[src/rtl/bcd_pkg.sv]
// Shared types and elaboration helpers for the sequential binary-to-BCD converter.
// Latency/backpressure: not applicable (types and constant functions only).
package bcd_pkg;

    typedef enum logic [1:0] {
        IDLE  = 2'd0,
        SHIFT = 2'd1,
        DONE  = 2'd2
    } state_t;

    // Decimal digits of 2**width-1 equal floor(width*log10(2))+1, since 2**width is never a power of ten.
    function automatic int min_bcd_digits(input int width);
        longint scaled;
        scaled = (longint'(width) * 64'sd30103) / 64'sd100000;
        return int'(scaled) + 1;
    endfunction

endpackage

[src/rtl/bcd_digit_adj.sv]
// Double-dabble correction cell: adds 3 to a BCD digit of 5 or more before the shift.
// Purely combinational, no latency, no flow control.
module bcd_digit_adj (
    input  logic [3:0] digit,
    output logic [3:0] adjusted
);

    assign adjusted = (digit >= 4'd5) ? digit + 4'd3 : digit;

endmodule

[src/rtl/seq_bcd_converter.sv]
// Iterative binary-to-BCD converter (shift-and-add-3, one operand bit per clock) with leading-zero mask.
// Latency WIDTH cycles accept-to-out_valid; result held until out_ready, new input stalled meanwhile.
module seq_bcd_converter
    import bcd_pkg::*;
#(
    parameter int WIDTH  = 16,
    parameter int DIGITS = 5
) (
    input  logic                clk,
    input  logic                rst_n,
    input  logic                in_valid,
    output logic                in_ready,
    input  logic [WIDTH-1:0]    bin,
    output logic                out_valid,
    input  logic                out_ready,
    output logic [4*DIGITS-1:0] bcd,
    output logic [DIGITS-1:0]   digit_nz
);

    localparam int CW = (WIDTH > 1) ? $clog2(WIDTH) : 1;
    localparam int BW = 4 * DIGITS;
    localparam int SW = BW + WIDTH;

    if (WIDTH < 1) begin : g_width_check
        $error("seq_bcd_converter: WIDTH must be at least 1");
    end

    if (DIGITS < min_bcd_digits(WIDTH)) begin : g_digits_check
        $error("seq_bcd_converter: DIGITS too small to hold 2**WIDTH-1");
    end

    state_t            state;
    state_t            state_nxt;
    logic [CW-1:0]     cnt;
    logic [SW-1:0]     sreg;
    logic [BW-1:0]     adj_digits;
    logic [SW-1:0]     pre_shift;
    logic [SW-1:0]     shifted;
    logic [DIGITS-1:0] final_nz;
    logic              accept;
    logic              last;

    for (genvar i = 0; i < DIGITS; i++) begin : g_adj
        bcd_digit_adj u_adj (
            .digit    (sreg[WIDTH + 4*i +: 4]),
            .adjusted (adj_digits[4*i +: 4])
        );
    end

    assign pre_shift = {adj_digits, sreg[WIDTH-1:0]};
    assign shifted   = pre_shift << 1;
    assign last      = (cnt == CW'(WIDTH - 1));
    assign accept    = in_valid && in_ready;

    // Running OR from the top digit down gives the blanking mask; units always lit.
    always_comb begin
        logic seen;
        final_nz = '0;
        seen     = 1'b0;
        for (int i = DIGITS - 1; i >= 0; i--) begin
            seen        = seen | (|shifted[WIDTH + 4*i +: 4]);
            final_nz[i] = seen;
        end
        final_nz[0] = 1'b1;
    end

    always_ff @(posedge clk or negedge rst_n) begin
        if (!rst_n) begin
            state <= IDLE;
        end else begin
            state <= state_nxt;
        end
    end

    always_comb begin
        state_nxt = state;
        in_ready  = 1'b0;
        out_valid = 1'b0;
        case (state)
            IDLE: begin
                in_ready = 1'b1;
                if (in_valid) begin
                    state_nxt = SHIFT;
                end
            end
            SHIFT: begin
                if (last) begin
                    state_nxt = DONE;
                end
            end
            DONE: begin
                out_valid = 1'b1;
                in_ready  = out_ready;
                if (out_ready) begin
                    state_nxt = in_valid ? SHIFT : IDLE;
                end
            end
            default: begin
                state_nxt = IDLE;
            end
        endcase
    end

    always_ff @(posedge clk or negedge rst_n) begin
        if (!rst_n) begin
            cnt      <= '0;
            sreg     <= '0;
            bcd      <= '0;
            digit_nz <= '0;
        end else if (accept) begin
            sreg <= {{BW{1'b0}}, bin};
            cnt  <= '0;
        end else if (state == SHIFT) begin
            sreg <= shifted;
            cnt  <= cnt + CW'(1);
            if (last) begin
                bcd      <= shifted[SW-1:WIDTH];
                digit_nz <= final_nz;
            end
        end
    end

endmodule
[config.mk]
export PLATFORM = sky130hd
export DESIGN_NAME = seq_bcd_converter
export DESIGN_NICKNAME = d
export VERILOG_FILES = /design/src/rtl/bcd_pkg.sv /design/src/rtl/bcd_digit_adj.sv /design/src/rtl/seq_bcd_converter.sv
export SDC_FILE = /design/constraint.sdc
export NUM_CORES = 1
export LEC_CHECK = 0
export CAP_MARGIN = 20
export CORE_MARGIN = 5
export CORE_UTILIZATION = 45
export CTS_CLUSTER_DIAMETER = 80
export DETAILED_ROUTE_END_ITERATION = 16
export PLACE_DENSITY_LB_ADDON = 0.3
export SYNTH_ARGS = -nofsm -noshare
export SYNTH_HDL_FRONTEND = slang
export SYNTH_SLANG_ARGS = --single-unit
[constraint.sdc]
create_clock -name clk -period 2.7 [get_ports clk]
set_input_delay 0.405 -clock clk [delete_from_list [all_inputs] [get_ports clk]]
set_output_delay 0.405 -clock clk [all_outputs]
set_load 0.02 [all_outputs]
==> flow_summary.yaml <==
run_status:
  status: "finished, final reports clean"
pwr:
  p_per_area_nw_per_um2: 1260
  leakage_nw: 1.76
  vdd_drop_max_v: 0.000493
floorplanning:
  core_sq_um: 6830
  io_pins: 47
  start_util_pct: 46.4
  rows: 30
  die_w_microns: 93.9
  die_area_sq_um: 8820
  die_h_microns: 93.9
yosys:
  yosysUniqueCellTypes: 36
  synthSimpleGateAreaFrac_pct: 18.9
  synth_xor_area_share_pct: 1.93
  synth_top_family_by_area: "simple AND/OR/NAND/NOR gates"
  post-synth-top-area-fraction_pct: 52.9
  syn_inst: 337
  avgSynthCellArea_sq_um: 9.41
  yosysSeqAreaShare_pct: 52.9
  synth_compound_gate_area_share_pct: 16.4
  yosys.area_share.adder_pct: 4.34
  synth_nets: 368
  synth_area_sq_um: 3170
  synth_enable_flop_cells: 0
  async_flop_share_pct: 100
  synth-seq-cells: 67
  synth_top_area_cell: "dfrtp_1"
  synth.yosys.warnings: 0
  synth_ff_type: "dfrtp_1"
  synth_area_leaders: "dfrtp_1 (53%), nand2_1 (9.9%), ha_1 (4.3%)"
  synthMuxAreaShare_pct: 2.01
cells_and_area:
  fin_nets: 416
  final_cell_mix: "nand2_1 (84), dfrtp_1 (67), clkdlybuf4s50_1 (45)"
  instances_no_fill: 482
  diodes: 0
  final_common_cell: "nand2_1"
  area_growth_pct: 23.7
  drive_above_1_share_pct: 7.51
grt:
  grt_pass1_wl_microns: 11500
  grt.overflow.total: 0
  antenna_found_initial: 0
  grt_usage_pct: 16.5
  grt_pass1_vias: 2522
  grt_max_degree: 68
route:
  firstDrtPassIters: 4
  num_vias: 2496
  drt_iter0_drc: 120
  via_per_inst: 5.18
  drt_wl_total_microns: 6440
  drt-wirelength-per-cell_microns: 13.4
  drtAntennaViolNets: 0
  drc: 0
timing:
  max_slew_margin_pct: 66.4
  slew_violations: 0
  hold_viol: 0
  fmax_mhz: 469
  setup_viol: 0
  tns_ps: 0
  tightest_slew_ps: 502
  fin_worst_skew_ps: 7.07
  rsz0062_at_grt: "no"
  fin_crit_sh_pct: 79.0
  period_minus_slack_ps: 2130
placement:
  dp_hpwl_microns: 4440
  dp_cells: 470
  gp_congestion: 0.804
  io_buffers: 46
clocking:
  clk_path_buf_depth: 2
  cts_num_sinks: 67
  clk_latency_ps: 340
  clkTransAtPathRegs_ps: 70
  post_cts_buffers: 0
  cts_resized: 0
  cts_hold_buf: 0
  clockRootBuffer: "clkbuf_8"
  cts_max_level: 3
  cts_tree: "built"
  cts_buffers: 9
hold_path:
  hp-class: "in2async"
setup_path:
  path_max_fanout: 7
  worstSetupPathType: "reg2reg"
  worstPathArrival_ps: 2330
  crit_required_ps: 2900
  critPathLaunchType: "flop"
  end_kind: "flop"
flow_run:
  cap_violations: 0
-- stage by stage --
step                util (%)  total power [W]  worst slack [ps]  hold WS, ps  cell area, sq um
finish                  57.4          0.00493               568         68.2              3920
global route            57.4          0.00539               449          109              3920
CTS                     57.4          0.00498               567         90.9              3920
detailed placement      55.1          0.00427               577          455              3770
global placement        55.1          0.00416               598          448              3770
floorplan                  -          0.00345               802          109              3170
-- per-layer routing --
metal  GRT usage, %  wire [microns]
met3           4.01             298
met4           7.22             123
met1           21.1            3000
met5              0               0
met2           26.4            3020
-- synthesized netlist by cell type, drive strengths merged, types with 2 or more instances --
library cell	count
nand2	84
dfrtp	67
o21ai	31
a21oi	16
a22oi	15
o22ai	15
inv	12
nor2	12
ha	11
clkbuf	10
nor3b	8
buf	7
nand2b	7
nand3	5
nor3	5
xnor2	5
a21o	3
mux2	3
mux2i	3
a31oi	2
nand3b	2
nor2b	2
xor2	2
-- area by class of cell --
class | instances | area, sq um
sequential | 67 | 1680
fill | 611 | 2910
clock buffer | 12 | 155
tap | 96 | 120
timing repair buffer | 54 | 528
inverter | 12 | 45.0
multi-input combinational | 241 | 1400
-- worst paths after layout --
path / start / end / slack [ps] / cells after the start
setup / recovery: sreg[28] / digit_nz[1] / 570 / 7
hold / removal: rst_n / sreg[21] / 70 / 2
setup reg to reg: sreg[28] / digit_nz[1] / 570 / 7
hold reg to reg: digit_nz[0] / digit_nz[0] / 470 / 1
max in group asynchronous: rst_n / cnt[0] / 2320 / 2
min in group clk: digit_nz[0] / digit_nz[0] / 470 / 1
-- sequential cells by signal (all words and copies together) (netlist names) --
name	count
sreg	36
bcd	20
state	2
cnt	4
digit_nz	5
-- report_power, final --
| group | internal (W) | switching, W | leakage [nW] | total [W] |
|---|---|---|---|---|
| registers | 0.00146 | 0.000341 | 0.849 | 0.00180 |
| clock network | 0.000363 | 0.000335 | 0.0803 | 0.000698 |
| logic | 0.00107 | 0.00135 | 0.828 | 0.00243 |
-- kinds of logic after synthesis --
family	Yosys count
flip-flops	67
XOR/XNOR	7
AND/OR/NAND/NOR	132
multiplexers	6
AO/OA/AOI/OAI	85
buffers and inverters	29
adder cells (fa/ha/maj)	11
-- worst max-delay path, cell delays in order, from the launching register on --
cell and delay (ps):
dfrtp_1 460, inv_1 90, ha_1 240, nand2b_1 100, a21o_1 240, or3_4 350
a2111oi_4 370, a31oi_1 140
No activity file was read; power rests on OpenSTA's default activity.
==> RTL edit 1 (same settings) <==
The parameter `DIGITS` goes from 5 to 10.
--- a/src/rtl/seq_bcd_converter.sv
+++ b/src/rtl/seq_bcd_converter.sv
@@ -4,7 +4,7 @@
     import bcd_pkg::*;
 #(
     parameter int WIDTH  = 16,
-    parameter int DIGITS = 5
+    parameter int DIGITS = 10
 ) (
     input  logic                clk,
     input  logic                rst_n,
Interface: changed (resized bcd and digit_nz); port bits go from 47 to 72. No check against the original RTL was run, so the function may have changed too.
==> RTL edit 1 against the unedited design <==
- non-clock buffer count up 26
- sequential cell count grew 45
- first-iteration DRC count up 59%
- critical endpoint unchanged
- count of clock-buffer cells in the layout down 2
- core utilization fell by 1.8 points
- combinational power up 86%
- power increased by 82%
- highest routed layer unchanged
- final cell count increased by 66%
- synthesized area grew 74%
- setup slack worse by 0.23 ns
- wire length is 86% higher
- final area up 70%
- synthesized cell count is 74% higher
- clock skew down 0.00050 ns
==> RTL edit 1: results (changes against the unedited design) <==
[status] run status completed [unchanged]
[detailed_routing] Met2 Routed Length 5563 µm [was 3017 µm]
[place] DPL Wire Length 8558 µm [was 4443 µm]
[layout] registers with the most flip-flops sreg (56), bcd (40), digit_nz (10) [was sreg (36), bcd (20), digit_nz (5)]
[detailed_routing] total via count after detailed routing 4330 [was 2496]
[layout] Layout clock area frac 4.798% [was 3.955%]
[power_and_ir_drop] leakage power total 2.950 nW [was 1.757 nW]
[yosys] parity-gate share of the synthesized area counting xor and xnor cells 1.906% [was 1.934%]
[yosys] Post-Syn Area per Cell 9.394 µm² [was 9.408 µm²]
[floorplanning] overall die area 14570 µm² [was 8825 µm²]
[sta] clock skew after layout 0.006571 ns [was 0.007072 ns]
[sta] Worst Tran Pin Value 0.7265 ns [was 0.5022 ns]
[power_and_ir_drop] Total Power Consumption 8.973 mW [was 4.926 mW]
[cts] clock sink count 112 [was 67]
[detailed_routing] routed metal-1 wire length 5716 µm [was 3002 µm]
[detailed_routing] Routed WL 11980 µm [was 6440 µm]
[global_routing] overall routing resource usage 17.48% [was 16.45%]
[layout] number of inverters outside the clock class in the layout 21 [was 12]
[power_and_ir_drop] Peak supply drop 0.5669 mV [was 0.4925 mV]
[global_routing] met2 Use GR 28.36% [was 26.37%]
[detailed_routing] Avg WL per Cell 14.98 µm [was 13.36 µm]
[yosys] adder and majority gate portion of the synthesized area 4.765% [was 4.341%]
[power_and_ir_drop] Clock power frac 16.0% [was 14.2%]
[sta] setup slack after layout 0.3418 ns [was 0.5682 ns]
[place] Placed Instance Area 6356 µm² [was 3767 µm²]
[RTL edit 1: cell types whose count changed in the layout (fill, tap and decap cells not counted), moves of 7 or more]
cell / before / now
sky130_fd_sc_hd__nand2_1: 84 / 150
sky130_fd_sc_hd__o22ai_1: 15 / 31
sky130_fd_sc_hd__nor3b_1: 7 / 15
sky130_fd_sc_hd__o21ai_0: 17 / 51
sky130_fd_sc_hd__dfrtp_1: 67 / 112
sky130_fd_sc_hd__clkbuf_16: 0 / 9
sky130_fd_sc_hd__nand2b_1: 7 / 14
sky130_fd_sc_hd__ha_1: 11 / 21
sky130_fd_sc_hd__a21oi_1: 16 / 31
sky130_fd_sc_hd__clkdlybuf4s50_1: 45 / 70
sky130_fd_sc_hd__inv_1: 12 / 21
sky130_fd_sc_hd__clkbuf_8: 11 / 1
[RTL edit 1: cells by family after synthesis]
group | after synthesis
compound gates | 155
xor+xnor | 12
fa+ha+maj | 21
buf+inv | 50
flops | 112
mux | 16
simple gates | 221
==> RTL edit 2 (same flow settings) <==
Made on the original files. Re-encode `state_t` (3 states) as one-hot, 3 bits wide.
--- a/src/rtl/bcd_pkg.sv
+++ b/src/rtl/bcd_pkg.sv
@@ -2,10 +2,10 @@
 // Latency/backpressure: not applicable (types and constant functions only).
 package bcd_pkg;
 
-    typedef enum logic [1:0] {
-        IDLE  = 2'd0,
-        SHIFT = 2'd1,
-        DONE  = 2'd2
+    typedef enum logic [2:0] {
+        IDLE  = 3'b001,
+        SHIFT = 3'b010,
+        DONE  = 3'b100
     } state_t;
 
     // Decimal digits of 2**width-1 equal floor(width*log10(2))+1, since 2**width is never a power of ten.
Check against the original RTL: same outputs for any inputs over 10 cycles, from zero or initial values and one cycle with rst_n low; not proved beyond that.
==> RTL edit 2 against the unedited design <==
- hold slack worse by 0.0083 ns
- sequential cell count grew 1
- synthesized area up 3.1%
- setup slack got worse by 0.17 ns
- clock skew is 0.0016 ns higher
- fmax down 7.4%
- register-to-register slack is essentially flat
- final area rose by 2.4%
- wire length grew 2.8%
- count of clock-buffer cells in the layout down 1
- largest cell class unchanged
- highest routed layer unchanged
Power is not compared: it rests on default switching activity, and its combinational part moved more than twofold at a synthesized area within 25%.
==> RTL edit 2: results (changes against the unedited design) <==
[critical_path] launch instance of the worst register-to-register path sreg[32]$_DFFE_PN0P_ [was sreg[28]$_DFFE_PN0P_]
[critical_path] worst setup path startpoint state[0]$_DFFE_PN1P_ [was sreg[28]$_DFFE_PN0P_]
[sta] Worst Tran Pin Value 0.9015 ns [was 0.5022 ns]
[yosys] synthesized net count 374 [was 368]
[yosys] top cells by instance count after synthesis sky130_fd_sc_hd__nand2_1, sky130_fd_sc_hd__dfrtp_1, sky130_fd_sc_hd__o21ai_0 [unchanged]
[layout] fraction of final layout cells with drive strength greater than 1 8.608% [was 7.513%]
[global_routing] met2 Use GR 24.78% [was 26.37%]
[detailed_routing] Avg WL per Cell 13.40 µm [was 13.36 µm]
[global_routing] overall routing resource usage 16.08% [was 16.45%]
[layout] net count of the finished layout 421 [was 416]
[detailed_routing] met3 wire length 267 µm [was 298 µm]
[detailed_routing] Met2 Routed Length 2990 µm [was 3017 µm]
[detailed_routing] routed metal-1 wire length 3250 µm [was 3002 µm]
[yosys] count of cell types in the netlist 42 [was 36]
[yosys] fraction of synthesized area in multiplexers 1.991% [was 2.013%]
[critical_path] data arrival at the endpoint of the critical path 1.90 ns [was 2.33 ns]
[global_routing] GR Layer Usage met1 21.40% [was 21.08%]
[place] GPL Wtd Cong 0.7803 [was 0.8040]
[critical_path] worst reg2reg setup slack 0.57 ns [about the same]
[place] DPL Wire Length 4506 µm [was 4443 µm]
[critical_path] last element of the critical path in_ready [was digit_nz[1]$_DFFE_PN0P_]
[critical_path] kind of cell adding the most delay to the critical path buffers and inverters [was compound AO/OA/AOI/OAI gates]
[yosys] largest cells by area after synthesis sky130_fd_sc_hd__dfrtp_1, sky130_fd_sc_hd__nand2_1, sky130_fd_sc_hd__o21ai_0 [was sky130_fd_sc_hd__dfrtp_1, sky130_fd_sc_hd__nand2_1, sky130_fd_sc_hd__ha_1]
[critical_path] Crit path largest cell delay 0.64 ns [was 0.46 ns]
[yosys] Mapped Cells 343 [was 337]
[detailed_routing] total via count after detailed routing 2591 [was 2496]
[yosys] parity-gate share of the synthesized area counting xor and xnor cells 1.876% [was 1.934%]
[global_routing] met3 demand-to-capacity share in global routing 4.578% [was 4.006%]
[status] run status completed [unchanged]
[critical_path] master of the slowest instance on the critical path sky130_fd_sc_hd__clkdlybuf4s50_1 [was sky130_fd_sc_hd__dfrtp_1]
[yosys] adder and majority gate portion of the synthesized area 4.211% [was 4.341%]
[global_routing] largest net degree at the start of global routing 69 [was 68]
[sta] clock skew after layout 0.008685 ns [was 0.007072 ns]
[place] cell count after placement 478 [was 470]
[global_routing] number of global-route vias before repair 2465 [was 2522]
[detailed_routing] violation count after the first detailed-route iteration 102 [was 120]
[sta] post-layout min period 2.303 ns [was 2.132 ns]
-- RTL edit 2: layout make-up --
| type | count | area, µm² |
|---|---|---|
| sequential | 68 | 1703 |
| inverter | 12 | 45.04 |
| multi-input combinational | 248 | 1459 |
| timing repair buffer | 51 | 518.0 |
| clock buffer | 11 | 141.4 |
| fill | 650 | 3158 |
| tap | 99 | 123.9 |
| clock inverter | 5 | 27.53 |
-- RTL edit 2: how the worst min path moves through the flow --
stage / startpoint / endpoint / slack [ns] / cells after the start
3_3_place_gp: rst_n / bcd[13]$_DFFE_PN0P_ / 0.45 / 2
4_1_cts: rst_n / bcd[7]$_DFFE_PN0P_ / 0.07 / 2
2_1_floorplan: rst_n / bcd[0]$_DFFE_PN0P_ / 0.11 / 0
5_1_grt: rst_n / digit_nz[0]$_DFFE_PN0P_ / 0.10 / 2
3_5_place_dp: rst_n / sreg[29]$_DFFE_PN0P_ / 0.45 / 2
6_report: rst_n / bcd[7]$_DFFE_PN0P_ / 0.06 / 2
